[config.mk]
export PLATFORM = sky130hd
export DESIGN_NAME = keycode_tracker_flat
export DESIGN_NICKNAME = d
export VERILOG_FILES = /design/src/rtl/keycode_tracker_if.sv /design/src/rtl/keycode_tracker.sv /design/src/flat_wrapper.sv
export SDC_FILE = /design/constraint.sdc
export NUM_CORES = 1
export LEC_CHECK = 0
export ABC_CLOCK_PERIOD_IN_PS = 1900
export CORE_MARGIN = 4
export CORE_UTILIZATION = 35
export DETAILED_ROUTE_END_ITERATION = 7
export GPL_TIMING_DRIVEN = 0
export PLACE_DENSITY = 0.64
export SLEW_MARGIN = 20
export SYNTH_ARGS = -nofsm -noshare
export SYNTH_HDL_FRONTEND = slang
export SYNTH_SLANG_ARGS = --single-unit
[constraint.sdc]
create_clock -name Clk -period 1.9 [get_ports Clk]
set_input_delay 0.57 -clock Clk [delete_from_list [all_inputs] [get_ports Clk]]
set_output_delay 0.57 -clock Clk [all_outputs]
set_load 0.05 [all_outputs]
[src/rtl/keycode_tracker_if.sv]
// Event channel into the keycode tracker: one press/release/clear event per
// valid/ready handshake.
interface keycode_tracker_if;
  logic       ev_valid;
  logic       ev_ready;
  logic [1:0] ev_op;
  logic [7:0] ev_code;

  modport master (
    output ev_valid,
    output ev_op,
    output ev_code,
    input  ev_ready
  );

  modport slave (
    input  ev_valid,
    input  ev_op,
    input  ev_code,
    output ev_ready
  );
endinterface

[src/rtl/keycode_tracker.sv]
// Held-key table for the character controllers: applies HID key events in press
// order and publishes the whole table as one coherent 32-bit word per frame tick.
module keycode_tracker #(
  parameter int         NUM_SLOTS = 4,
  parameter logic [7:0] NULL_CODE = 8'h00
) (
  input  logic                Clk,
  input  logic                Reset_n,
  keycode_tracker_if.slave    ev,
  input  logic                frame_tick,
  output logic [31:0]         keycode,
  output logic [2:0]          key_count,
  output logic                overflow
);

  localparam int DATA_W = 8;
  localparam int IDX_W  = 2;

  localparam logic [1:0] OP_PRESS   = 2'b00;
  localparam logic [1:0] OP_RELEASE = 2'b01;
  localparam logic [1:0] OP_CLEAR   = 2'b10;

  typedef enum logic [1:0] {IDLE, SCAN, APPLY} state_t;
  typedef logic [NUM_SLOTS-1:0][DATA_W-1:0] tbl_t;

  state_t state, state_nxt;

  tbl_t slot, slot_nxt;
  logic [2:0] count_nxt;
  logic       ovf_nxt;
  logic       pending;
  logic       accept;

  logic [1:0]        op_p0;
  logic [DATA_W-1:0] code_p0;

  logic [IDX_W-1:0] match_idx_p1;
  logic             hit_p1;
  logic [IDX_W-1:0] empty_idx_p1;
  logic             empty_vld_p1;

  logic [IDX_W:0] match_scan;
  logic [IDX_W:0] empty_scan;

  // Returns {found, index} of the lowest slot holding the given code.
  function automatic logic [IDX_W:0] first_equal(input tbl_t tbl, input logic [DATA_W-1:0] code);
    logic [IDX_W:0] res;
    res = '0;
    for (int i = NUM_SLOTS - 1; i >= 0; i--) begin
      if (tbl[i] == code) res = {1'b1, IDX_W'(i)};
    end
    return res;
  endfunction

  assign ev.ev_ready = Reset_n && (state == IDLE);
  assign accept      = ev.ev_valid && ev.ev_ready;
  assign match_scan  = first_equal(slot, code_p0);
  assign empty_scan  = first_equal(slot, NULL_CODE);

  always_comb begin
    state_nxt = state;
    case (state)
      IDLE:    if (accept) state_nxt = SCAN;
      SCAN:    state_nxt = APPLY;
      APPLY:   state_nxt = IDLE;
      default: state_nxt = IDLE;
    endcase
  end

  // APPLY: table edit for the captured event; NULL codes never touch the table.
  always_comb begin
    slot_nxt  = slot;
    count_nxt = key_count;
    ovf_nxt   = overflow;
    if (state == APPLY) begin
      case (op_p0)
        OP_PRESS: begin
          if (code_p0 != NULL_CODE && !hit_p1) begin
            if (empty_vld_p1) begin
              slot_nxt[empty_idx_p1] = code_p0;
              count_nxt              = key_count + 3'd1;
            end else begin
              ovf_nxt = 1'b1;
            end
          end
        end
        OP_RELEASE: begin
          if (code_p0 != NULL_CODE && hit_p1) begin
            for (int j = 0; j < NUM_SLOTS - 1; j++) begin
              if (IDX_W'(j) >= match_idx_p1) slot_nxt[j] = slot[j+1];
            end
            slot_nxt[NUM_SLOTS-1] = NULL_CODE;
            count_nxt             = key_count - 3'd1;
          end
        end
        OP_CLEAR: begin
          slot_nxt  = {NUM_SLOTS{NULL_CODE}};
          count_nxt = 3'd0;
          ovf_nxt   = 1'b0;
        end
        default: ;
      endcase
    end
  end

  always_ff @(posedge Clk) begin
    if (!Reset_n) begin
      state     <= IDLE;
      slot      <= {NUM_SLOTS{NULL_CODE}};
      key_count <= 3'd0;
      overflow  <= 1'b0;
      keycode   <= '0;
      pending   <= 1'b0;
    end else begin
      state     <= state_nxt;
      slot      <= slot_nxt;
      key_count <= count_nxt;
      overflow  <= ovf_nxt;
      // A tick seen mid-event is deferred so the published word includes that event.
      case (state)
        IDLE: if (frame_tick) keycode <= slot;
        SCAN: if (frame_tick) pending <= 1'b1;
        APPLY: begin
          if (frame_tick || pending) begin
            keycode <= slot_nxt;
            pending <= 1'b0;
          end
        end
        default: ;
      endcase
    end
  end

  // Stage p0: event capture on acceptance
  always_ff @(posedge Clk) begin
    if (accept) begin
      op_p0   <= ev.ev_op;
      code_p0 <= ev.ev_code;
    end
  end

  // Stage p1: table scan results, consumed in APPLY
  always_ff @(posedge Clk) begin
    if (state == SCAN) begin
      hit_p1       <= match_scan[IDX_W];
      match_idx_p1 <= match_scan[IDX_W-1:0];
      empty_vld_p1 <= empty_scan[IDX_W];
      empty_idx_p1 <= empty_scan[IDX_W-1:0];
    end
  end

endmodule

[src/flat_wrapper.sv]
// flat-port wrapper written by rule: the top's interface ports become plain ports
module keycode_tracker_flat 
#(
  parameter int         NUM_SLOTS = 4,
  parameter logic [7:0] NULL_CODE = 8'h00
)
  (Clk, Reset_n, frame_tick, keycode, key_count, overflow, ev_ev_valid, ev_ev_op, ev_ev_code, ev_ev_ready);
  keycode_tracker_if ev_i ();
  input  logic Clk;
  input  logic Reset_n;
  input  logic frame_tick;
  output logic [31:0] keycode;
  output logic [2:0] key_count;
  output logic overflow;
  input wire logic [$bits(ev_i.ev_valid)-1:0] ev_ev_valid;
  input wire logic [$bits(ev_i.ev_op)-1:0] ev_ev_op;
  input wire logic [$bits(ev_i.ev_code)-1:0] ev_ev_code;
  output wire logic [$bits(ev_i.ev_ready)-1:0] ev_ev_ready;
  assign ev_i.ev_valid = ev_ev_valid;
  assign ev_i.ev_op = ev_ev_op;
  assign ev_i.ev_code = ev_ev_code;
  assign ev_ev_ready = ev_i.ev_ready;
  keycode_tracker #(.NUM_SLOTS(NUM_SLOTS), .NULL_CODE(NULL_CODE)) u_core (.Clk(Clk), .Reset_n(Reset_n), .ev(ev_i), .frame_tick(frame_tick), .keycode(keycode), .key_count(key_count), .overflow(overflow));
endmodule
==> run_results.csv, run 1 <==
group,metric,value,unit
layout,nNetsFinal,613,
layout,fillers,1094,
job,cap_violations,0,
global_route,overflow,0,
sta,relSlewSlack,47.89,%
synth,yosysTopAreaCellShare,31.27,%
layout,multi_input_area,3131,sq um
synth,synth_compound_area_share,27.47,%
routing,vias,4590,
worst_setup_path,critPathBufInv,1,
layout,syn_to_final_growth,50.37,%
run_status,status,"finished, violations left",
worst_setup_path,required,2.13,ns
worst_setup_path,arrival,2.33,ns
worst_setup_path,path_cells,"or4_4, buf_8, o2111a_2, a22oi_2, nor2_1, a221o_1",
routing,ant_nets,0,
routing,wl,16050,um
clocking,clockBufferDepth,2,
synth,yosysTopAreaCell,"dfxtp_1",
worst_hold_path,hp-start,"u_core.key_count[1]",
worst_setup_path,reg2reg_to,"u_core.keycode[18]",
worst_setup_path,crit_fanout,7,
worst_setup_path,cp-startpoint,"u_core.code_p0[6]",
pwr,p_clk_share,40.1,%
worst_setup_path,critPathSlowestCell,"or4_4",
global_route,grt_pass1_vias,4303,
pwr,power.switching,1159,uW
global_route,grt_use_total,21.59,%
layout,antenna_cells,0,
worst_setup_path,cpLargestDelayFamily,"compound AO/OA/AOI/OAI gates",
clocking,htreeDepth,3,
global_route,antenna_found_initial,0,
synth,synth_area,4546,sq um
worst_setup_path,crit_type,"reg -> reg",
synth,ys_ff_latch,87,
clocking,cts-root-buf,"clkbuf_16",
pwr,ir_worst_vdd,0.3962,mV
global_route,grt_start_max_net_pins,15,
pwr,power.density,635.1,nW/um^2
worst_setup_path,cp-end-kind,"flop",
pwr,p_int,3183,uW
floorplan,core,12670,sq um
sta,worst_pin_slew,0.7817,ns
floorplan,fp.dieW,122.0,um
sta,drv_slew,0,
placement,pre_cts_ws,-0.7324,ns
clocking,path_clk_slew,0.06,ns
sta,hold_viol_final,0,
worst_setup_path,cpPeakStageDelay,0.55,ns
synth,synthAdderAreaFrac,0.4404,%
worst_setup_path,reg2reg_depth,6,
sta,setup_ws,-0.2066,ns
worst_setup_path,r2r-start,"u_core.code_p0[6]",
synth,synthArstFlopShare,0,%
floorplan,initial_core_util,35.87,%
synth,seq_area_frac_synth,41.84,%
synth,synth_enable_flop_cells,16,
placement,dpl.hpwl,10850,um
pwr,seqPwrFrac,45.0,%
synth,syn_inst,487,
routing,drc,0,
floorplan,dieArea,14870,sq um
clocking,cts_sinks,87,
clocking,cts_tree,"done",
routing,routedWlPerCell,20.71,um
worst_setup_path,startpoint_type,"flop",
pwr,power.leakage,0.002597,uW
synth,yosys_most_used_dff,"dfxtp_1",
sta,max_freq,0.4747,GHz
sta,rsz0062_at_grt,"yes",
synth,synth-simple-area-share,18.36,%
synth,synth_nets,502,
sta,setup_viol,69,
synth,ys_types,68,
floorplan,fp-row-count,41,
sta,min_period,2.107,ns
synth,synthMuxAreaShare,1.982,%
synth,synth_top_family_by_area,"compound AO/OA/AOI/OAI gates",
sta,period_share,110.9,%
run_status,violations,"negative setup slack",
layout,drive_gt1_share,34.83,%
routing,vias_per_cell,5.923,
worst_hold_path,holdPathEnd,"u_core.key_count[1]",
sta,fin_skew,0.007395,ns
pwr,combinationalPowerShare,14.9,%
placement,portBuffers,49,
synth,ys_warn_count,0,
routing,dr.pass1.iters,5,
floorplan,die_h,122.0,um
worst_setup_path,rrSetupSlack,-0.21,ns
clocking,cts_buffers,9,
worst_hold_path,worstHoldPathType,"reg -> reg",
routing,drtIter0Drc,385,
pwr,p_total,4341,uW
clocking,clock_latency,0.35,ns
synth,syn_area_per_cell,9.334,sq um
global_route,grt_pass1_wl,24510,um
synth,ys_top_cells_by_area,"dfxtp_1 31%, edfxtp_1 11%, xnor2_1 3.9%",
sta,tns,-6.742,ns
synth,synth_xor_area_share,5.973,%
floorplan,ioPinCount,51,
layout,seqCellArea,1906,sq um
worst_hold_path,holdPathStages,2,
pwr,sw_frac_of_total,26.69,%
placement,place_congestion,0.9201,
-- power groups by stage --
stage	clock [uW]	sequential (uW)	combinational [uW]
finish	1740	1950	648
global route	1840	1960	684
CTS	1770	1950	579
detailed placement	0	1990	505
global placement	0	1990	498
floorplan	0	2070	256
-- flip-flops by register name, indices dropped and copies added, names as in the netlist, 2 cells and up --
signal,flops
u_core.code_p0,8
u_core.empty_idx_p1,2
u_core.key_count,3
u_core.keycode,32
u_core.match_idx_p1,2
u_core.op_p0,2
u_core.slot,32
u_core.state,2
-- what timing repair did --
item	in CTS	in global routing
cloned	1	0
hold endpoints to repair	0	0
pin swaps	50	47
setup endpoints to repair	107	73
buffers inserted	41	14
hold buffers	0	0
resized for setup	135	94
-- through the flow --
step	hold WS [ns]	area (sq um)	util, %	cells
final	0.5067	6835	53.94	775
after global placement	0.5018	5440	42.93	708
after floorplan	0.4938	4735	-	487
after detailed placement	0.4776	5440	42.93	708
after CTS	0.5057	6361	50.20	763
after global routing	0.5223	6835	53.94	775
-- how the worst max path moves through the flow --
stage,end,cells past startpoint
after floorplan,u_core.code_p0[0],5
after global placement,u_core.keycode[3],6
after detailed placement,u_core.keycode[0],6
after CTS,u_core.keycode[18],6
after global routing,u_core.keycode[18],5
final,u_core.keycode[18],6
-- Yosys cell counts (5+ instances only) --
cell        n
buf_2       8
mux2i_1     9
xnor2_1    20
o211ai_1    8
o31ai_1     7
nor4_1      8
a221oi_1    5
a22oi_1    10
o2bb2ai_1  11
inv_1       8
edfxtp_1   16
xor2_1     11
nand4_1     8
and3_1     11
o21ai_0    31
dfxtp_1    71
nand2_1    37
clkbuf_1   21
a211oi_1    5
a22o_1     14
a32o_1      8
nor3_1     10
a221o_1    11
a21oi_1    28
or4_1       6
nor2_1     33
nand3_1     6
-- routing by layer --
layer	up-vias	share of wire [%]	global-route usage, %
li1	2098	-	-
met1	2266	43	28.62
met3	35	6.5	5.478
met5	-	0	0
met4	0	2.9	8.754
met2	191	47	33.67
-- worst reg2reg max path, cell delays in order, from the launching register on --
cell and delay [ns]:
edfxtp_1 0.40, or4_4 0.55, buf_8 0.16, o2111a_2 0.30, a22oi_2 0.21, nor2_1 0.08, a221o_1 0.28
-- placed cells by master, fill, tap and decap left out, types with 6 or more instances in the layout --
master / Yosys / final
a22oi_2: 1 / 11
buf_4: 0 / 33
a221o_1: 11 / 11
o21ai_0: 31 / 15
buf_12: 0 / 7
edfxtp_1: 16 / 16
nand2_1: 37 / 34
buf_6: 1 / 25
nor4_1: 8 / 6
xor2_1: 11 / 10
xnor2_1: 20 / 20
o211ai_1: 8 / 8
o21ai_1: 0 / 6
and3_1: 11 / 11
dlygate4sd2_1: 0 / 34
clkbuf_1: 21 / 9
nor3_4: 2 / 7
mux2i_1: 9 / 8
inv_1: 8 / 7
a32o_1: 8 / 7
dfxtp_1: 71 / 70
a21oi_1: 28 / 11
a21oi_4: 0 / 7
o21ai_2: 0 / 8
a22o_1: 14 / 11
clkbuf_16: 0 / 10
nor2_1: 33 / 25
nand4_1: 8 / 8
o2bb2ai_1: 11 / 6
nand3_1: 6 / 6
a21oi_2: 1 / 11
clkdlybuf4s50_1: 0 / 12
-- area by class of cell --
class	instances	area share [%]
clock buffers	12	3.460
repair buffers	105	14.85
inverters	9	0.6224
multi-input cells	357	45.80
clock inverters	4	0.6773
well taps	172	3.148
flip-flops and latches	87	27.88
plain buffers	29	3.569
-- logic make-up after synthesis --
logic type	after synthesis
muxes	9
buffers and inverters	43
AOI/OAI and AO/OA	167
xor gates and xnor gates	31
adders and majority gates	1
DFF	87
and+or+nand+nor	149
Note: power is estimated with default switching activity, not from simulation.
==> inputs of run 2 (changes only) <==
--- a/config.mk
+++ b/config.mk
@@ -8,6 +8,7 @@
 export ABC_CLOCK_PERIOD_IN_PS = 1900
 export CORE_MARGIN = 4
 export CORE_UTILIZATION = 35
+export CTS_CLUSTER_SIZE = 25
 export DETAILED_ROUTE_END_ITERATION = 7
 export GPL_TIMING_DRIVEN = 0
 export PLACE_DENSITY = 0.64
==> results of run 2 <==
No change in the layout: final DEF, timing and power equal those of run 1.
==> inputs of run 3 (changes only) <==
--- a/config.mk
+++ b/config.mk
@@ -10,6 +10,7 @@
 export CORE_UTILIZATION = 35
 export CTS_CLUSTER_SIZE = 25
 export DETAILED_ROUTE_END_ITERATION = 7
+export GPL_ROUTABILITY_DRIVEN = 0
 export GPL_TIMING_DRIVEN = 0
 export PLACE_DENSITY = 0.64
 export SLEW_MARGIN = 20
==> run_results.csv, run 3 (synthesis results as in run 1) <==
group,metric,value,unit
global_route,overflow,0,
floorplan,core,12670,sq um
clocking,cts_sinks,87,
worst_setup_path,required,2.13,ns
global_route,grt_use_total,22.03,%
global_route,grt_use_met2,33.70,%
floorplan,fp-row-count,41,
global_route,grt_pass1_wl,25490,um
clocking,clock_latency,0.35,ns
routing,routedWlPerCell,21.91,um
sta,period_share,114.3,%
layout,syn_to_final_growth,51.45,%
global_route,grt_start_max_net_pins,16,
worst_setup_path,critPathSlowestCell,"or4b_4",
sta,relSlewSlack,54.15,%
worst_setup_path,crit_type,"reg -> reg",
sta,rsz0062_at_grt,"yes",
routing,dr.pass1.iters,5,
clocking,cts_tree,"done",
sta,hold_viol_final,0,
clocking,cts_buffers,9,
placement,placed_cells,708,
layout,fillers,1056,
worst_setup_path,startpoint_type,"flop",
global_route,grt_pass1_vias,4653,
clocking,path_clk_slew,0.07,ns
worst_hold_path,holdPathStages,1,
sta,min_period,2.171,ns
worst_setup_path,reg2reg_depth,8,
run_status,status,"finished, violations left",
sta,setup_ws,-0.2711,ns
global_route,grtUsageMet1,29.17,%
worst_setup_path,arrival,2.40,ns
worst_hold_path,holdPathEnd,"u_core.overflow",
pwr,seqPwrFrac,45.6,%
global_route,top_usage_layer,"met2",
floorplan,ioPinCount,51,
routing,vias,4807,
worst_setup_path,crit_fanout,7,
job,cap_violations,0,
layout,final_common_cell,"dfxtp_1",
sta,tns,-8.554,ns
clocking,clockBufferDepth,2,
layout,antenna_cells,0,
placement,portBuffers,49,
global_route,antenna_found_initial,0,
routing,wl,17070,um
layout,fin_cells,779,
pwr,combinationalPowerShare,15.6,%
sta,worst_pin_slew,0.6878,ns
worst_setup_path,cpLargestDelayFamily,"compound AO/OA/AOI/OAI gates",
worst_hold_path,hp-start,"u_core.overflow",
pwr,ir_worst_vdd,0.3746,mV
sta,fin_skew,0.009085,ns
worst_setup_path,r2r-start,"u_core.hit_p1",
floorplan,initial_core_util,35.87,%
global_route,grtUsageMet3,3.900,%
layout,finalInstanceArea,6884,sq um
run_status,violations,"negative setup slack",
sta,max_freq,0.4606,GHz
pwr,power.density,621.2,nW/um^2
routing,drc,0,
routing,vias_per_cell,6.171,
worst_setup_path,reg2reg_to,"u_core.slot[7]",
layout,final_cell_mix,"70 x dfxtp_1, 37 x buf_4, 34 x nand2_1, 34 x dlygate4sd2_1, 27 x nor2_1",
clocking,holdBufCountCts,0,
worst_setup_path,path_cells,"buf_6, or4b_4, a21oi_4, buf_6, o21ai_4, a21oi_2, buf_6, o211ai_1",
worst_setup_path,critPathBufInv,3,
sta,setup_viol,67,
worst_setup_path,rrSetupSlack,-0.27,ns
layout,nNetsFinal,617,
worst_setup_path,crit_top_cell,"buf_6",
routing,ant_nets,0,
pwr,p_clk_share,38.8,%
worst_setup_path,cp-end-kind,"flop",
layout,top_regs,"u_core.keycode: 32 flops, u_core.slot: 32 flops, u_core.code_p0: 8 flops",
layout,fin_util,54.33,%
clocking,htreeDepth,3,
pwr,power.leakage,0.002620,uW
floorplan,dieArea,14870,sq um
pwr,sw_frac_of_total,28.37,%
placement,placedInstanceArea,5440,sq um
floorplan,die_h,122.0,um
floorplan,fp.dieW,122.0,um
pwr,p_int,3063,uW
placement,pre_cts_ws,-0.6693,ns
sta,drv_slew,0,
routing,drtIter0Drc,501,
worst_hold_path,worstHoldPathType,"reg -> reg",
pwr,power.switching,1213,uW
layout,drive_gt1_share,35.58,%
placement,dpl.hpwl,10620,um
worst_setup_path,cpPeakStageDelay,0.53,ns
clocking,cts-root-buf,"clkbuf_16",
==> run 3: cell count changes in the layout (fill, tap and decap cells not counted), moves of 3 or more <==
| cell | change |
|---|---|
| clkinv_2 | -3 |
| a32o_1 | -4 |
| buf_4 | +4 |
| buf_6 | -5 |
| a32o_2 | +4 |
==> run 3: final cells by class <==
| class | instances | area (sq um) | area share, % |
|---|---|---|---|
| Buffer | 31 | 256.5 | 3.726 |
| Clock buffer | 10 | 229.0 | 3.326 |
| Clock inverter | 6 | 43.79 | 0.6361 |
| Inverter | 9 | 43.79 | 0.6361 |
| Multi-Input combinational cell | 359 | 3171 | 46.06 |
| Sequential cell | 87 | 1906 | 27.68 |
| Tap cell | 172 | 215.2 | 3.126 |
| Timing Repair Buffer | 105 | 1020 | 14.81 |
==> run 3: metrics by stage <==
step                      total power, uW  hold slack (ns)
after global routing                 4410           0.5204
final                                4276           0.5088
after floorplan                      2324           0.4938
after CTS                            4211           0.5029
after global placement               2485           0.5070
after detailed placement             2494           0.4731
==> run 3: power groups by stage <==
stage / Combinational [uW] / Sequential (uW) / Clock (uW)
finish: 667 / 1950 / 1660
detailed placement: 500 / 1990 / 0
global placement: 493 / 1990 / 0
global route: 697 / 1960 / 1760
floorplan: 256 / 2070 / 0
CTS: 589 / 1950 / 1670
==> run 3: per-layer routing <==
layer | part of all wire [%] | vias to the layer above
li1 | - | 2110
met1 | 39 | 2321
met2 | 45 | 289
met3 | 9.3 | 87
met4 | 6.0 | 0
met5 | 0 | -
==> run 3: what timing repair did <==
| action | CTS | global route |
|---|---|---|
| gates resized for setup | 142 | 98 |
| endpoints found under the setup margin | 107 | 74 |
| gates cloned | 3 | 0 |
| pin swaps | 39 | 69 |
| buffers inserted | 39 | 18 |
==> run 3: worst reg2reg max path, cell delays in order (launching register included) <==
cell	delay, ns
edfxtp_1	0.42
buf_6	0.15
or4b_4	0.53
a21oi_4	0.28
buf_6	0.16
o21ai_4	0.07
a21oi_2	0.17
buf_6	0.17
o211ai_1	0.10
==> run 3: worst max-delay path by stage <==
stage / slack, ns / end / from / depth (start not counted)
finish: -0.27 / u_core.slot[7] / u_core.hit_p1 / 8
global route: -0.32 / u_core.keycode[9] / u_core.code_p0[1] / 9
CTS: -0.22 / u_core.slot[24] / u_core.code_p0[1] / 7
detailed placement: -0.67 / u_core.keycode[3] / frame_tick / 6
global placement: -0.69 / u_core.keycode[0] / frame_tick / 6
floorplan: -0.10 / u_core.code_p0[0] / Reset_n / 5
